<file path="config.mk">
export PLATFORM = sky130hd
export DESIGN_NAME = axi_beat_address_expander
export DESIGN_NICKNAME = d
export VERILOG_FILES = /design/src/rtl/axi_beat_address_expander.sv
export SDC_FILE = /design/constraint.sdc
export NUM_CORES = 1
export LEC_CHECK = 0
export CORE_ASPECT_RATIO = 1.25
export CORE_MARGIN = 4
export CORE_UTILIZATION = 40
export CTS_CLUSTER_DIAMETER = 60
export DETAILED_ROUTE_END_ITERATION = 7
export GPL_TIMING_DRIVEN = 0
export PLACE_DENSITY = 0.59
export SLEW_MARGIN = 0
export SYNTH_ARGS = -nofsm -noshare
export SYNTH_HDL_FRONTEND = slang
export SYNTH_SLANG_ARGS = --single-unit
</file>
<file path="constraint.sdc">
create_clock -name aclk -period 5 [get_ports aclk]
set_clock_uncertainty 0.2 [all_clocks]
set_input_delay 1.5 -clock aclk [delete_from_list [all_inputs] [get_ports aclk]]
set_output_delay 1.5 -clock aclk [all_outputs]
set_load 0.005 [all_outputs]
</file>
<file path="src/rtl/axi_beat_address_expander.sv">
// -----------------------------------------------------------------------------
// axi_beat_address_expander
//
// AXI4 address-channel responder. Accepts one AR/AW burst (FIXED, INCR or WRAP)
// at a time and expands it into one registered beat per cycle: byte address,
// beat index, last flag and burst ID. The beat channel is a valid/ready pair;
// outputs hold while the consumer stalls and advance only on a handshake.
//
// Optional feature (compile-time macro AXI_BEAT_ADDR_SKID_EN):
//   defined   - one-entry burst buffer; axready stays high during a burst while
//               the buffer is empty, so back-to-back bursts stream without a
//               bubble.
//   undefined - axready is high only in IDLE; one idle cycle between bursts.
//
// Parameters:
//   ADDR_WIDTH  address width in bits
//   ID_WIDTH    AxID width
//   MAX_AxSIZE  largest legal axsize; larger requests are clamped (protoErr)
//
// Ports:
//   aclk, resetn          clock (rising edge), asynchronous active-low reset
//   axid/axaddr/axlen/    burst request (ID, start address, beats-1,
//   axsize/axburst        log2 bytes per beat, burst type)
//   axvalid/axready       address handshake (axready registered)
//   beatId/beatAddr/      current beat: ID, byte address, index 0..axlen,
//   beatIndex/beatLast    final-beat flag
//   beatValid/beatReady   beat handshake
//   busy                  burst in progress (or buffered burst pending)
//   protoErr              one-cycle pulse after accepting a reserved burst
//                         type, an illegal WRAP length or a clamped axsize
// -----------------------------------------------------------------------------
module axi_beat_address_expander #(
  parameter int ADDR_WIDTH = 32,
  parameter int ID_WIDTH   = 8,
  parameter int MAX_AxSIZE = 3
) (
  input  logic                  aclk,
  input  logic                  resetn,
  input  logic [ID_WIDTH-1:0]   axid,
  input  logic [ADDR_WIDTH-1:0] axaddr,
  input  logic [7:0]            axlen,
  input  logic [2:0]            axsize,
  input  logic [1:0]            axburst,
  input  logic                  axvalid,
  output logic                  axready,
  output logic [ID_WIDTH-1:0]   beatId,
  output logic [ADDR_WIDTH-1:0] beatAddr,
  output logic [7:0]            beatIndex,
  output logic                  beatLast,
  output logic                  beatValid,
  input  logic                  beatReady,
  output logic                  busy,
  output logic                  protoErr
);

  localparam logic [2:0]            MaxSize = 3'(MAX_AxSIZE);
  localparam logic [ADDR_WIDTH-1:0] AddrOne = ADDR_WIDTH'(1'b1);

  typedef enum logic [1:0] {
    MODE_FIXED = 2'd0,
    MODE_INCR  = 2'd1,
    MODE_WRAP  = 2'd2
  } mode_e;

  typedef enum logic {
    ST_IDLE  = 1'b0,
    ST_BURST = 1'b1
  } state_e;

  // Everything needed to generate the remaining beats of one burst.
  typedef struct packed {
    logic [ID_WIDTH-1:0]   id;
    logic [ADDR_WIDTH-1:0] addr;
    logic [7:0]            len;
    logic [2:0]            size;
    mode_e                 mode;
  } burst_t;

  // Address of the beat following 'addr'. INCR re-aligns to the stride so an
  // unaligned start only affects beat 0. WRAP keeps the bits above the wrap
  // window and lets the bits inside it roll over.
  function automatic logic [ADDR_WIDTH-1:0] next_addr(
    input logic [ADDR_WIDTH-1:0] addr,
    input mode_e                 mode,
    input logic [2:0]            size,
    input logic [7:0]            len
  );
    logic [ADDR_WIDTH-1:0] stride;
    logic [ADDR_WIDTH-1:0] wrap_mask;
    logic [ADDR_WIDTH-1:0] result;
    stride    = AddrOne << size;
    wrap_mask = (ADDR_WIDTH'({1'b0, len} + 9'd1) << size) - AddrOne;
    case (mode)
      MODE_FIXED: result = addr;
      MODE_WRAP:  result = (addr & ~wrap_mask) | ((addr + stride) & wrap_mask);
      default:    result = (addr & ~(stride - AddrOne)) + stride;
    endcase
    return result;
  endfunction

  state_e state_q, state_d;
  burst_t act_q, act_d;
  burst_t in_s;
  logic [7:0] index_q, index_d;
  logic valid_q, valid_d;
  logic last_q, last_d;
  logic ready_q, ready_d;
  logic busy_q, busy_d;
  logic err_q, err_d;
  logic clamp_s, bad_burst_s, wrap_len_ok_s;
  logic accept_s, hs_s, last_hs_s;
`ifdef AXI_BEAT_ADDR_SKID_EN
  burst_t buf_q, buf_d;
  logic   buf_full_q, buf_full_d;
`endif

  // Decode the incoming request: clamp the size, fall back to INCR for
  // reserved types and WRAP lengths that are not 2, 4, 8 or 16 beats.
  always_comb begin
    in_s          = '0;
    in_s.id       = axid;
    in_s.addr     = axaddr;
    in_s.len      = axlen;
    clamp_s       = (axsize > MaxSize);
    wrap_len_ok_s = (axlen == 8'd1) || (axlen == 8'd3) ||
                    (axlen == 8'd7) || (axlen == 8'd15);
    bad_burst_s   = 1'b0;
    if (clamp_s) begin
      in_s.size = MaxSize;
    end else begin
      in_s.size = axsize;
    end
    case (axburst)
      2'd0: in_s.mode = MODE_FIXED;
      2'd1: in_s.mode = MODE_INCR;
      2'd2: begin
        if (wrap_len_ok_s) begin
          in_s.mode = MODE_WRAP;
        end else begin
          in_s.mode   = MODE_INCR;
          bad_burst_s = 1'b1;
        end
      end
      default: begin
        in_s.mode   = MODE_INCR;
        bad_burst_s = 1'b1;
      end
    endcase
  end

  assign accept_s  = axvalid && ready_q;
  assign hs_s      = valid_q && beatReady;
  assign last_hs_s = hs_s && (index_q == act_q.len);

  // Next-state logic: burst FSM, beat advance and optional burst buffer.
  always_comb begin
    state_d = state_q;
    act_d   = act_q;
    index_d = index_q;
    valid_d = valid_q;
`ifdef AXI_BEAT_ADDR_SKID_EN
    buf_d      = buf_q;
    buf_full_d = buf_full_q;
`endif
    if (accept_s) begin
      err_d = clamp_s || bad_burst_s;
    end else begin
      err_d = 1'b0;
    end

    case (state_q)
      ST_IDLE: begin
        if (accept_s) begin
          act_d   = in_s;
          index_d = 8'd0;
          valid_d = 1'b1;
          state_d = ST_BURST;
        end else begin
          valid_d = 1'b0;
        end
      end
      ST_BURST: begin
        if (last_hs_s) begin
`ifdef AXI_BEAT_ADDR_SKID_EN
          // A request accepted in the same cycle can only arrive with an
          // empty buffer, so it bypasses the buffer entirely.
          if (accept_s) begin
            act_d   = in_s;
            index_d = 8'd0;
          end else if (buf_full_q) begin
            act_d      = buf_q;
            index_d    = 8'd0;
            buf_full_d = 1'b0;
          end else begin
            valid_d = 1'b0;
            state_d = ST_IDLE;
          end
`else
          valid_d = 1'b0;
          state_d = ST_IDLE;
`endif
        end else begin
          if (hs_s) begin
            index_d    = index_q + 8'd1;
            act_d.addr = next_addr(act_q.addr, act_q.mode, act_q.size, act_q.len);
          end else begin
            index_d = index_q;
          end
`ifdef AXI_BEAT_ADDR_SKID_EN
          if (accept_s) begin
            buf_d      = in_s;
            buf_full_d = 1'b1;
          end else begin
            buf_full_d = buf_full_q;
          end
`endif
        end
      end
      default: begin
        state_d = ST_IDLE;
        valid_d = 1'b0;
      end
    endcase

    last_d = valid_d && (index_d == act_d.len);
`ifdef AXI_BEAT_ADDR_SKID_EN
    ready_d = !buf_full_d;
    busy_d  = (state_d == ST_BURST) || buf_full_d;
`else
    ready_d = (state_d == ST_IDLE);
    busy_d  = (state_d == ST_BURST);
`endif
  end

  // State and output registers.
  always_ff @(posedge aclk or negedge resetn) begin
    if (!resetn) begin
      state_q <= ST_IDLE;
      act_q   <= '0;
      index_q <= 8'd0;
      valid_q <= 1'b0;
      last_q  <= 1'b0;
      ready_q <= 1'b0;
      busy_q  <= 1'b0;
      err_q   <= 1'b0;
    end else begin
      state_q <= state_d;
      act_q   <= act_d;
      index_q <= index_d;
      valid_q <= valid_d;
      last_q  <= last_d;
      ready_q <= ready_d;
      busy_q  <= busy_d;
      err_q   <= err_d;
    end
  end

`ifdef AXI_BEAT_ADDR_SKID_EN
  // Pending-burst buffer.
  always_ff @(posedge aclk or negedge resetn) begin
    if (!resetn) begin
      buf_q      <= '0;
      buf_full_q <= 1'b0;
    end else begin
      buf_q      <= buf_d;
      buf_full_q <= buf_full_d;
    end
  end
`endif

  assign axready   = ready_q;
  assign beatId    = act_q.id;
  assign beatAddr  = act_q.addr;
  assign beatIndex = index_q;
  assign beatLast  = last_q;
  assign beatValid = valid_q;
  assign busy      = busy_q;
  assign protoErr  = err_q;

endmodule

</file>
Yosys cells after proc, flatten, opt, wreduce, memory -nomap -nowiden

Cells that the tools add are included.

Flip-flop bits (word level): 66
Bits of input ports: 57
Output and inout bits: 53

Add/subtract/negate cells: 6
Magnitude comparators: 1
Eq/ne operators: 13
Shift-type cells: 2
Muxes and demuxes: 21
Bitwise logic cells: 8
Reduce and logical (&&, ||, !) cells: 13

Operator list:

| kind                                                                  | number |
|---|---|
| 32-bit one-hot mux with 2 select lines                                | 2 |
| 32-bit bitwise AND                                                    | 3 |
| 32-bit adder                                                          | 2 |
| 32-bit two-way mux                                                    | 2 |
| 32-bit inverter                                                       | 2 |
| 32-bit by 1-bit subtractor with 32-bit output, second input constant  | 2 |
| 45-bit two-way mux                                                    | 1 |
| 32-bit OR                                                             | 1 |
| 1-bit by 3-bit << shifter with 32-bit output, first input constant    | 1 |
| 9-bit by 3-bit << shifter with 32-bit output                          | 1 |
| 8-bit two-way mux                                                     | 3 |
| 8-bit equality test                                                   | 2 |
| 8-bit one-hot mux with 2 select lines                                 | 1 |
| 13-bit two-way mux                                                    | 1 |
| 8-bit by 1-bit adder with 9-bit output, second input constant         | 1 |
| 8-bit by 1-bit adder with 8-bit output, second input constant         | 1 |
| 8-bit by 1-bit equality test with 1-bit output, second input constant | 1 |
| 8-bit by 2-bit equality test with 1-bit output, second input constant | 1 |
| 8-bit by 3-bit equality test with 1-bit output, second input constant | 1 |
| 8-bit by 4-bit equality test with 1-bit output, second input constant | 1 |
| 2-bit inequality test, second input constant                          | 3 |
| 1-bit one-hot mux with 2 select lines                                 | 3 |
| 1-bit two-way mux                                                     | 5 |
| 2-bit equality test, second input constant                            | 2 |
| other kinds (13)                                                      | 21 |

Logic depth before layout (Yosys ltp)

Gate-level depths: netlist of run 1.

Depth in word-level cells: 10
Gate-level depth with buffers: 18
Gate-level depth less buffers: 15

Least setup slack after synthesis of run 1

Ideal clock, no wire load.

Path type: flip-flop to flip-flop
Start: reg act_q[3] (netlist bit)
End: reg (tool-made name)
Library setup time: 69 ps
Data arrival time: 3573 ps
Path slack: 1158 ps
Cell stages (with the launch flop): 16
Clock period less this slack: 3842 ps
Path through: dfrtp_1 buf_2 buf_2 nor2_1 nand2_1 ha_1 clkbuf_1 nand2b_1 nor2_1 a32o_1 a31oi_1 a21o_1 mux2_2 or4_1 or3_1 nand3_1

RTL lines:

| what                   | RTL line | source |
|---|---|---|
| from (decl)            | 102      | `burst_t act_q, act_d;` |
| from (signal assigned) | 248      | `act_q <= act_d;` |

Worst setup path in the final report of run 1

Start: in axvalid
End: reg act_q[3] (netlist bit)

Longest elaborated chain between the ends: 2

Ends and longest elaborated chain:

| what                                 | RTL line | source |
|---|---|---|
| from (decl)                          | 44       | `input logic axvalid,` |
| 1-bit logical AND                    | 151      | `assign accept_s = axvalid && ready_q;` |
| 2-bit AND reduction (no source line) | --       |  |

No other way between the ends.
A chain may end at the register's enable or synchronous reset.

==> results of run 1 <==
## worst min-delay path by stage
stage	depth (start not counted)	startpoint	endpoint	slack, ps
floorplan	2	beatId[0]$_DFFE_PN0P_	beatId[0]$_DFFE_PN0P_	250
global placement	2	beatId[6]$_DFFE_PN0P_	beatId[6]$_DFFE_PN0P_	260
detailed placement	2	beatId[1]$_DFFE_PN0P_	beatId[1]$_DFFE_PN0P_	260
CTS	2	beatId[1]$_DFFE_PN0P_	beatId[1]$_DFFE_PN0P_	280
global route	2	beatId[1]$_DFFE_PN0P_	beatId[1]$_DFFE_PN0P_	300
finish	2	beatId[6]$_DFFE_PN0P_	beatId[6]$_DFFE_PN0P_	270
## layer usage
metal | up-vias | global-route usage, % | wire (um)
li1 | 3545 | - | -
met1 | 3495 | 33.5 | 10800
met2 | 309 | 40.1 | 11600
met3 | 45 | 4.40 | 1810
met4 | 0 | 8.58 | 545
met5 | - | 0 | 0
## layout by cell type, fill, tap and decap left out, types with 6 or more instances in the layout
master / count
nand2_1: 127
clkdlybuf4s50_1: 108
dfrtp_1: 66
nor2_1: 64
o21ai_0: 58
a21oi_1: 45
buf_4: 43
xnor2_1: 40
nand3_1: 33
inv_1: 32
clkbuf_1: 30
nor3_1: 27
xor2_1: 21
buf_2: 19
ha_1: 18
nand4_1: 16
mux2i_1: 15
a31oi_1: 14
a22o_1: 13
and2_1: 12
and3_1: 10
nor4_1: 10
a22oi_1: 10
o221ai_1: 9
a211oi_1: 9
clkbuf_16: 9
o31ai_1: 8
o21a_1: 7
o211ai_1: 7
a21o_1: 7
or3_1: 6
nor2b_1: 6
## final cells by class
type	count	area, um2
Multi-Input combinational cell	712	4620
Timing Repair Buffer	110	1120
Tap cell	220	275
Buffer	97	576
Clock inverter	6	72.6
Fill cell	1774	8300
Clock buffer	10	239
Sequential cell	66	1650
Inverter	33	124
## metrics by stage
step           hold WS (ps)  std cells
2_1_floorplan           247        908
3_3_place_gp            259       1237
3_5_place_dp            263       1238
4_1_cts                 279       1254
5_1_grt                 303       1254
6_report                275       1254
## worst min-delay path, cell delays in order (launching register included)
cell	delay, ps
dfrtp_1	340
nand2_1	50
nand2_1	60
## power groups by stage
stage / registers, mW / clock network, mW / logic (mW)
3_5_place_dp: 0.962 / 0 / 3.31
5_1_grt: 0.990 / 0.716 / 3.68
6_report: 0.956 / 0.682 / 3.38
4_1_cts: 0.952 / 0.692 / 3.33
2_1_floorplan: 0.881 / 0 / 2.33
3_3_place_gp: 0.959 / 0 / 3.30
## timing repair
| item | CTS | global route |
|---|---|---|
| hold endpoints to repair | 0 | 0 |
| endpoints found under the setup margin | 0 | 4 |
| resized for setup | 0 | 3 |
## kinds of logic (layout without fill, tap and decap cells)
family,after synthesis,in the layout,share of synthesized area (%)
multiplexers,17,17,2.48
flip-flops,66,66,23.7
AND/OR/NAND/NOR,347,347,24.4
buffers and inverters,130,256,10.0
XOR/XNOR,62,62,7.91
adder cells (fa/ha/maj),19,19,3.52
AO/OA/AOI/OAI,267,267,28.0
==> summary.md, run 1 <==
| Metric | Value |
|---|---|
| Status | `finished, final reports clean` |
| R2R cell count | `16` |
| Synth top area cells | `dfrtp_1, nand2_1, xnor2_1, buf_4, o21ai_0` |
| Async S/R FF share, synth | `between 90% and 100%` |
| DP Area | `8360 um2` |
| Tcrit/Tclk final | `between 90% and 100%` |
| Slew headroom | `roughly 38%` |
| Cells along the critical path | `clkdlybuf4s50_1, nand2_1, nor2_1, clkbuf_1, buf_1, buf_1, clkbuf_1, o21ai_0` |
| RSZ-0062 raised after global routing | `false` |
| Most instantiated cells after synthesis | `nand2_1, dfrtp_1, nor2_1` |
| Area leader, netlist | `dfrtp_1` |
| Post-synth EDFFs | `0` |
| Syn Nets | `slightly below 1000` |
| Power share of the combinational group | `around 67%` |
| Global-route wire length before repair | `about 39000 um` |
| Vias | `between 7000 and 8000` |
| Worst Tran Pin Value | `929 ps` |
| Initial DRC Count | `approximately 740` |
| Count leader, synth | `nand2_1` |
| Post-route cell area | `8670 um2` |
| Worst R2R Setup Slack | `330 ps` |
| DRT Wirelength | `about 25000 um` |
| Worst vdd ir | `between 0.0002 and 0.00025 V` |
| Slowest-stage cell, CP | `buf_1` |
| Final WS setup | `290 ps` |
| Sw Share | `48.6%` |
| Final setup vio count | `0` |
| CP bufs+invs | `5` |
| # rows | `53` |
| GRT Resource Usage Total | `approximately 25%` |
| Clock power frac | `a little over an eighth` |
| Worst r2r src | `act_q[3]$_DFFE_PN0P_` |
| Die H | `roughly 160 um` |
| CP Max Fanout | `10` |
| TritonCTS clock tree | `yes` |
| Worst skew pair latency | `350 ps` |
| Sum of negative setup slack | `0 ps` |
| Power Density | `roughly 580 nW/um2` |
| WP depth | `8` |
| Yosys cell types | `87` |
| CTS Buffer Depth | `2` |
| Largest net degree at the start of global routing | `63` |
| Setup bufs post-CTS | `0` |
| Max incr delay on CP | `560 ps` |
| Fmax | `about 210 MHz` |
| Remaining antenna violation count | `0` |
| Tmin final | `roughly 4700 ps` |
| Syn Std Cell Area | `just under 7000 um2` |
| Dpl hpwl | `approximately 19000 um` |
| Core region area | `~17000 um2` |
| Area Overhead vs Synth | `24.5%` |
| Vias in the first global route | `roughly 7000` |
| Die extent in x | `~130 um` |
| Crit path launch | `axvalid` |
| Kind of critical path | `primary input to flip-flop` |
| Clock transition at the registers of the reported paths | `60 ps` |
| Synth Instances | `908` |
| Cell-internal power | `~2.6 mW` |
| Place WS | `-56.0 ps` |
| Switching power | `2.44 mW` |
| Root Driver | `clkbuf_16` |
| Antenna violations before repair | `0` |
| DR DRC count | `0` |
| Fin util | `between 50% and 60%` |
| Total power | `approximately 5.0 mW` |
| Reg power frac | `around a fifth` |
| Avg Cell Area, Syn | `roughly 7.7 um2` |
| Max cap viols | `0` |
| 1st-pass router iterations | `5` |
| H-tree levels | `3` |
| Startpoint Class | `primary input` |
| Largest delay share family, worst path | `buffers and inverters` |
| Routed WL per cell | `19.8 um` |
| Vias/cell | `5.90` |
| GP Congestion | `around 0.9` |
| Layout cells sized above 1 | `between 10% and 20%` |
| Primary FF master, synth | `dfrtp_1` |
| CP Capture Type | `flip-flop` |
| IO buf count | `between 100 and 150` |
| CP Capture Point | `act_q[3]$_DFFE_PN0P_` |
| Post-synth top area share | `roughly a quarter` |
| CTS sink count | `66` |
| Cts bufs inserted | `9` |
| Critical Path RT | `roughly 5000 ps` |
| Total congestion overflow | `0` |
| Leak | `between 3 and 4 nW` |
| Fin nets | `between 1000 and 1500` |
| Final hold vios | `0` |
| YS warnings | `0` |
| Worst Path Arrival | `4710 ps` |
| HP Class | `flip-flop to flip-flop` |
| #FFs+latches synth | `between 60 and 70` |
| Pins Over Slew Limit | `0` |
| Die area | `between 15000 and 20000 um2` |
| Ports | `110` |
| Initial Util | `roughly two fifths` |
| Sequential cell area fraction in the yosys report | `23.7%` |
| CTS Hold Bufs | `0` |
| Ant diodes | `0` |
Note: power is estimated with default switching activity, not from simulation.
==> inputs of run 2 (changes only) <==
- HOLD_SLACK_MARGIN: not set -> 0.12
==> results of run 2 <==
Same layout as run 1: the final DEF is identical, and so are final timing and power.
==> inputs of run 3 (changes only) <==
- CORE_ASPECT_RATIO: 1.25 -> 1.1
==> run 3 against run 2 <==
Die area about the same. Register-to-register slack lost 50 ps. Clock power decreased by 0.9%. Largest cell class unchanged. Count of clock-buffer cells in the layout fell by 1.
==> summary.md, run 3 (same netlist as run 1, synthesis figures left out) <==
| Metric | Value |
|---|---|
| Status | `finished, final reports clean` |
| Cell-internal power | `around 2.6 mW` |
| Pins Over Slew Limit | `0` |
| Die extent in x | `between 100 and 150 um` |
| Most used routing layer | `met2` |
| Critical Path RT | `slightly above 5000 ps` |
| Final setup vio count | `0` |
| GP Congestion | `roughly 0.93` |
| GRT Resource Usage Total | `25.0%` |
| Worst skew pair latency | `around 350 ps` |
| Switching power | `about 2.5 mW` |
| Core region area | `between 15000 and 20000 um2` |
| Worst Path Arrival | `4760 ps` |
| DR DRC count | `0` |
| Fin nets | `1105` |
| Max cap viols | `0` |
| Antenna violations before repair | `0` |
| Largest delay share family, worst path | `simple AND/OR/NAND/NOR gates` |
| Max incr delay on CP | `about 520 ps` |
| Sw Share | `around half` |
| CP dominant cell by count | `buf_2` |
| Global routing usage on met3 | `under 10%` |
| HP Class | `flip-flop to flip-flop` |
| Vias in the first global route | `7181` |
| Clock power frac | `between 10% and 20%` |
| Dpl hpwl | `about 19000 um` |
| Fmax | `about 210 MHz` |
| CP Capture Type | `flip-flop` |
| DRT Wirelength | `about 25000 um` |
| Area Overhead vs Synth | `24.7%` |
| Die area | `19600 um2` |
| Min-delay src | `beatId[0]$_DFFE_PN0P_` |
| Ports | `110` |
| Initial DRC Count | `765` |
| Power Density | `between 500 and 600 nW/um2` |
| Remaining antenna violation count | `0` |
| Kind of critical path | `flip-flop to flip-flop` |
| Worst vdd ir | `between 0.0002 and 0.0003 V` |
| Global-route wire length before repair | `39200 um` |
| Post-route cell area | `a little under 9000 um2` |
| Final hold vios | `0` |
| H-tree levels | `3` |
| DP Area | `roughly 8400 um2` |
| Root Driver | `clkbuf_16` |
| # resized after CTS | `0` |
| Total congestion overflow | `0` |
| Leak | `~3.4 nW` |
| Met1 Use GR | `about a third` |
| Ant diodes | `0` |
| CTS Hold Bufs | `0` |
| Largest net degree at the start of global routing | `50` |
| Setup bufs post-CTS | `0` |
| Cts bufs inserted | `9` |
| CP bufs+invs | `4` |
| Reg power frac | `roughly a fifth` |
| TritonCTS clock tree | `yes` |
| Clock transition at the registers of the reported paths | `~60 ps` |
| Slew headroom | `around two fifths` |
| Vias/cell | `~6` |
| Vias | `around 7500` |
| Routed WL per cell | `around 20 um` |
| Tmin final | `between 4000 and 5000 ps` |
| Crit path launch | `act_q[4]$_DFFE_PN0P_` |
| Power share of the combinational group | `67.6%` |
| Layout cells sized above 1 | `between 10% and 20%` |
| CTS Buffer Depth | `2` |
| Worst Tran Pin Value | `866 ps` |
| Total power | `between 5 and 6 mW` |
| IO buf count | `109` |
| CTS sink count | `66` |
| RSZ-0062 raised after global routing | `false` |
| Global-route met2 utilization | `slightly below 40%` |
| Most common cell after layout, fill and taps aside | `nand2_1` |
| Slowest-stage cell, CP | `dfrtp_1` |
| Startpoint Class | `flip-flop` |
| Cells along the critical path | `buf_2, buf_2, nand2_1, nor2_1, inv_1, ha_1, and2_1, ha_1, a41oi_1, nor4b_1, a21oi_1, nand3_1, buf_2, nor2_1, xnor2_1, o221ai_1, a22o_1` |
| Die H | `between 100 and 150 um` |
| Most frequent cells in the layout | `nand2_1, clkdlybuf4s50_1, dfrtp_1` |
| Initial Util | `40.8%` |
| CP Max Fanout | `10` |
| # rows | `50` |
| 1st-pass router iterations | `5` |
| Tcrit/Tclk final | `around 94%` |
| Worst r2r src | `act_q[4]$_DFFE_PN0P_` |
==> run 3: changes by cell type in the layout (fill, tap and decap cells not counted), sizes merged <==
cell | previous run | this run
clkbuf | 40 | 39
clkinv | 2 | 1
clkinvlp | 1 | 2
inv | 35 | 36
==> run 3: final cells by class <==
cell class                 count  area (um2)
clock inverter                 7        82.6
inverter                      33         124
tap                          234         293
fill                        1780        8400
buffer                        97         576
sequential                    66        1650
timing repair buffer         110        1120
multi-input combinational    712        4620
clock buffer                   9         225
==> run 3: metrics by stage <==
stage	worst slack (ps)	utilization (%)	hold WS (ps)	setup TNS, ps	instances
floorplan	1160	-	247	0	908
global placement	-355	48.9	260	-22970	1251
finish	278	50.8	274	0	1268
detailed placement	-105	49.0	264	-658	1252
global route	21.3	50.8	299	0	1268
CTS	217	50.8	281	0	1268
==> run 3: worst paths after layout <==
path | endpoint | depth (start not counted) | slack (ps)
max | flip-flop | 17 | 280
min | beatId[0]$_DFFE_PN0P_ | 2 | 270
max reg2reg | flip-flop | 17 | 280
min reg2reg | beatId[0]$_DFFE_PN0P_ | 2 | 270
max in group asynchronous | asynchronous set/reset pin | 2 | 3210
min in group asynchronous | asynchronous set/reset pin | 1 | 840
==> run 3: worst reg2reg max path, stage by stage (launching register included) <==
cell and delay (ps):
dfrtp_1 520, buf_2 280, buf_2 290, nand2_1 180, nor2_1 270, inv_1 80, ha_1 290, and2_1 160
ha_1 330, a41oi_1 310, nor4b_1 350, a21oi_1 110, nand3_1 280, buf_2 310, nor2_1 120, xnor2_1 180
o221ai_1 170, a22o_1 200
==> run 3: power by group through the flow <==
stage | Clock, mW | Combinational, mW | Sequential, mW
2_1_floorplan | 0 | 2.33 | 0.881
3_3_place_gp | 0 | 3.31 | 0.957
3_5_place_dp | 0 | 3.32 | 0.957
4_1_cts | 0.683 | 3.34 | 0.949
5_1_grt | 0.713 | 3.70 | 0.984
6_report | 0.676 | 3.39 | 0.953
==> run 3: layer usage <==
metal / vias up / share of wire [%]
met1: 3516 / 44
met2: 360 / 45
met4: 0 / 2.6
met5: - / 0
met3: 50 / 9.1
li1: 3540 / -
==> RTL change, RTL diff (settings of run 2) <==
The option `AXI_BEAT_ADDR_SKID_EN` is turned on by a define.
--- a/src/rtl/axi_beat_address_expander.sv
+++ b/src/rtl/axi_beat_address_expander.sv
@@ -31,2 +31,4 @@
 // -----------------------------------------------------------------------------
+`define AXI_BEAT_ADDR_SKID_EN
+
 module axi_beat_address_expander #(
Function: changed (a bounded check fails within 4 cycles, from zero or initial values and one cycle with resetn low).
==> RTL change against run 2 <==
Setup slack got worse by 0.022 ns. Power decreased by 41%. Sequential cell count grew 55. Global-route usage grew 0.15 points. Combinational power shrank 88%. Maximum frequency decreased by 0.47%. Non-clock buffer count rose by 20. Routed wire length increased by 34%. Cell area up 34%. Via count rose by 28%. Synthesized area is 37% higher. Critical path type unchanged. Largest cell class unchanged. Highest routed layer unchanged.
==> RTL change: results <==
[power_and_ir_drop]
p_int_mw = 2.16
power.leakage_nw = 4.87
peakVddDrop_v = 0.000252

[detailed_routing]
wl_met1_mm = 14.2
vias = 9486
wl_met2_mm = 16.2
route.met3.wl_mm = 1.88
wl_per_cell_um = 20.9

[synth]
yosysSeqAreaShare_pct = 31.8
synth_compound_area_share_pct = 22.2
synth.area.top_cells = "dfrtp_1 32%, mux2_2 6.1%, a21oi_1 5.2%"
synth_cell_type_count = 90
synthMuxAreaShare_pct = 7.54
post_synth_xor_area_fraction_pct = 5.61
synth_area_per_cell_sq_um = 8.16
synth.net_count = 1243
synth_common_cells = "125 x nand2_1, 121 x dfrtp_1, 99 x a21oi_1, 98 x nor2_1, 63 x o21ai_0"

[worst_hold_path]
holdCritStartpoint = "buf_q[1]"
whs_endpoint = "buf_q[1]"

[worst_setup_path]
crit-reg2reg-launch = "act_q[2]"
crit_arrival_ns = 4.89
crit_family = "compound AO/OA/AOI/OAI gates"
crit_path_max_incr_delay_ns = 0.69
rrSetupSlack_ns = 0.30
cp_slowest_cell = "a41oi_1"
cp-startpoint = "beatReady"

[cts]
insertion_delay_ns = 0.43
cts_max_level = 4
cts_buffers = 17

[place]
dp.cells = 1565
dp_hpwl_mm = 25.2
placed_area_sq_um = 11000
post-place-ws_ns = -0.113
place.gp.congestion = 0.938

[finish]
final_nets = 1372
drive_gt1_share_pct = 13.5

[grt]
grt_use_met2_pct = 42.3
use_met3_pct = 3.27
grt_pass1_vias = 9134
grt_pass1_wl_mm = 52.4
grt_use_total_pct = 25.0
grt_use_met1_pct = 32.5

[sta]
finalCriticalPeriod_ns = 4.73
hold_ws_ns = 0.285
worst_slew_pin_slew_ns = 0.936

[run_status]
status = "complete, no violations"
==> RTL change: final cells by class <==
cell class                      count  area, sq um
Fill cell                        2294        11600
Multi-Input combinational cell    900         5740
Clock inverter                     15          201
Tap cell                          288          360
Clock buffer                       17          425
Inverter                           29          109
Timing Repair Buffer              110         1120
Sequential cell                   121         3030
Buffer                            117          653
==> RTL change: power groups by stage <==
stage / logic, mW / registers, mW / clock network (mW)
CTS: 0.407 / 1.20 / 1.36
finish: 0.404 / 1.20 / 1.35
global route: 0.448 / 1.22 / 1.40
global placement: 0.395 / 1.21 / 0
detailed placement: 0.405 / 1.22 / 0
floorplan: 0.264 / 1.20 / 0
==> RTL change: timing repair <==
item | in CTS | in global routing
resized for setup | 0 | 2
endpoints found under the setup margin | 0 | 4
hold endpoints to repair | 0 | 0
buffers inserted | 0 | 0
hold buffers | 0 | 0
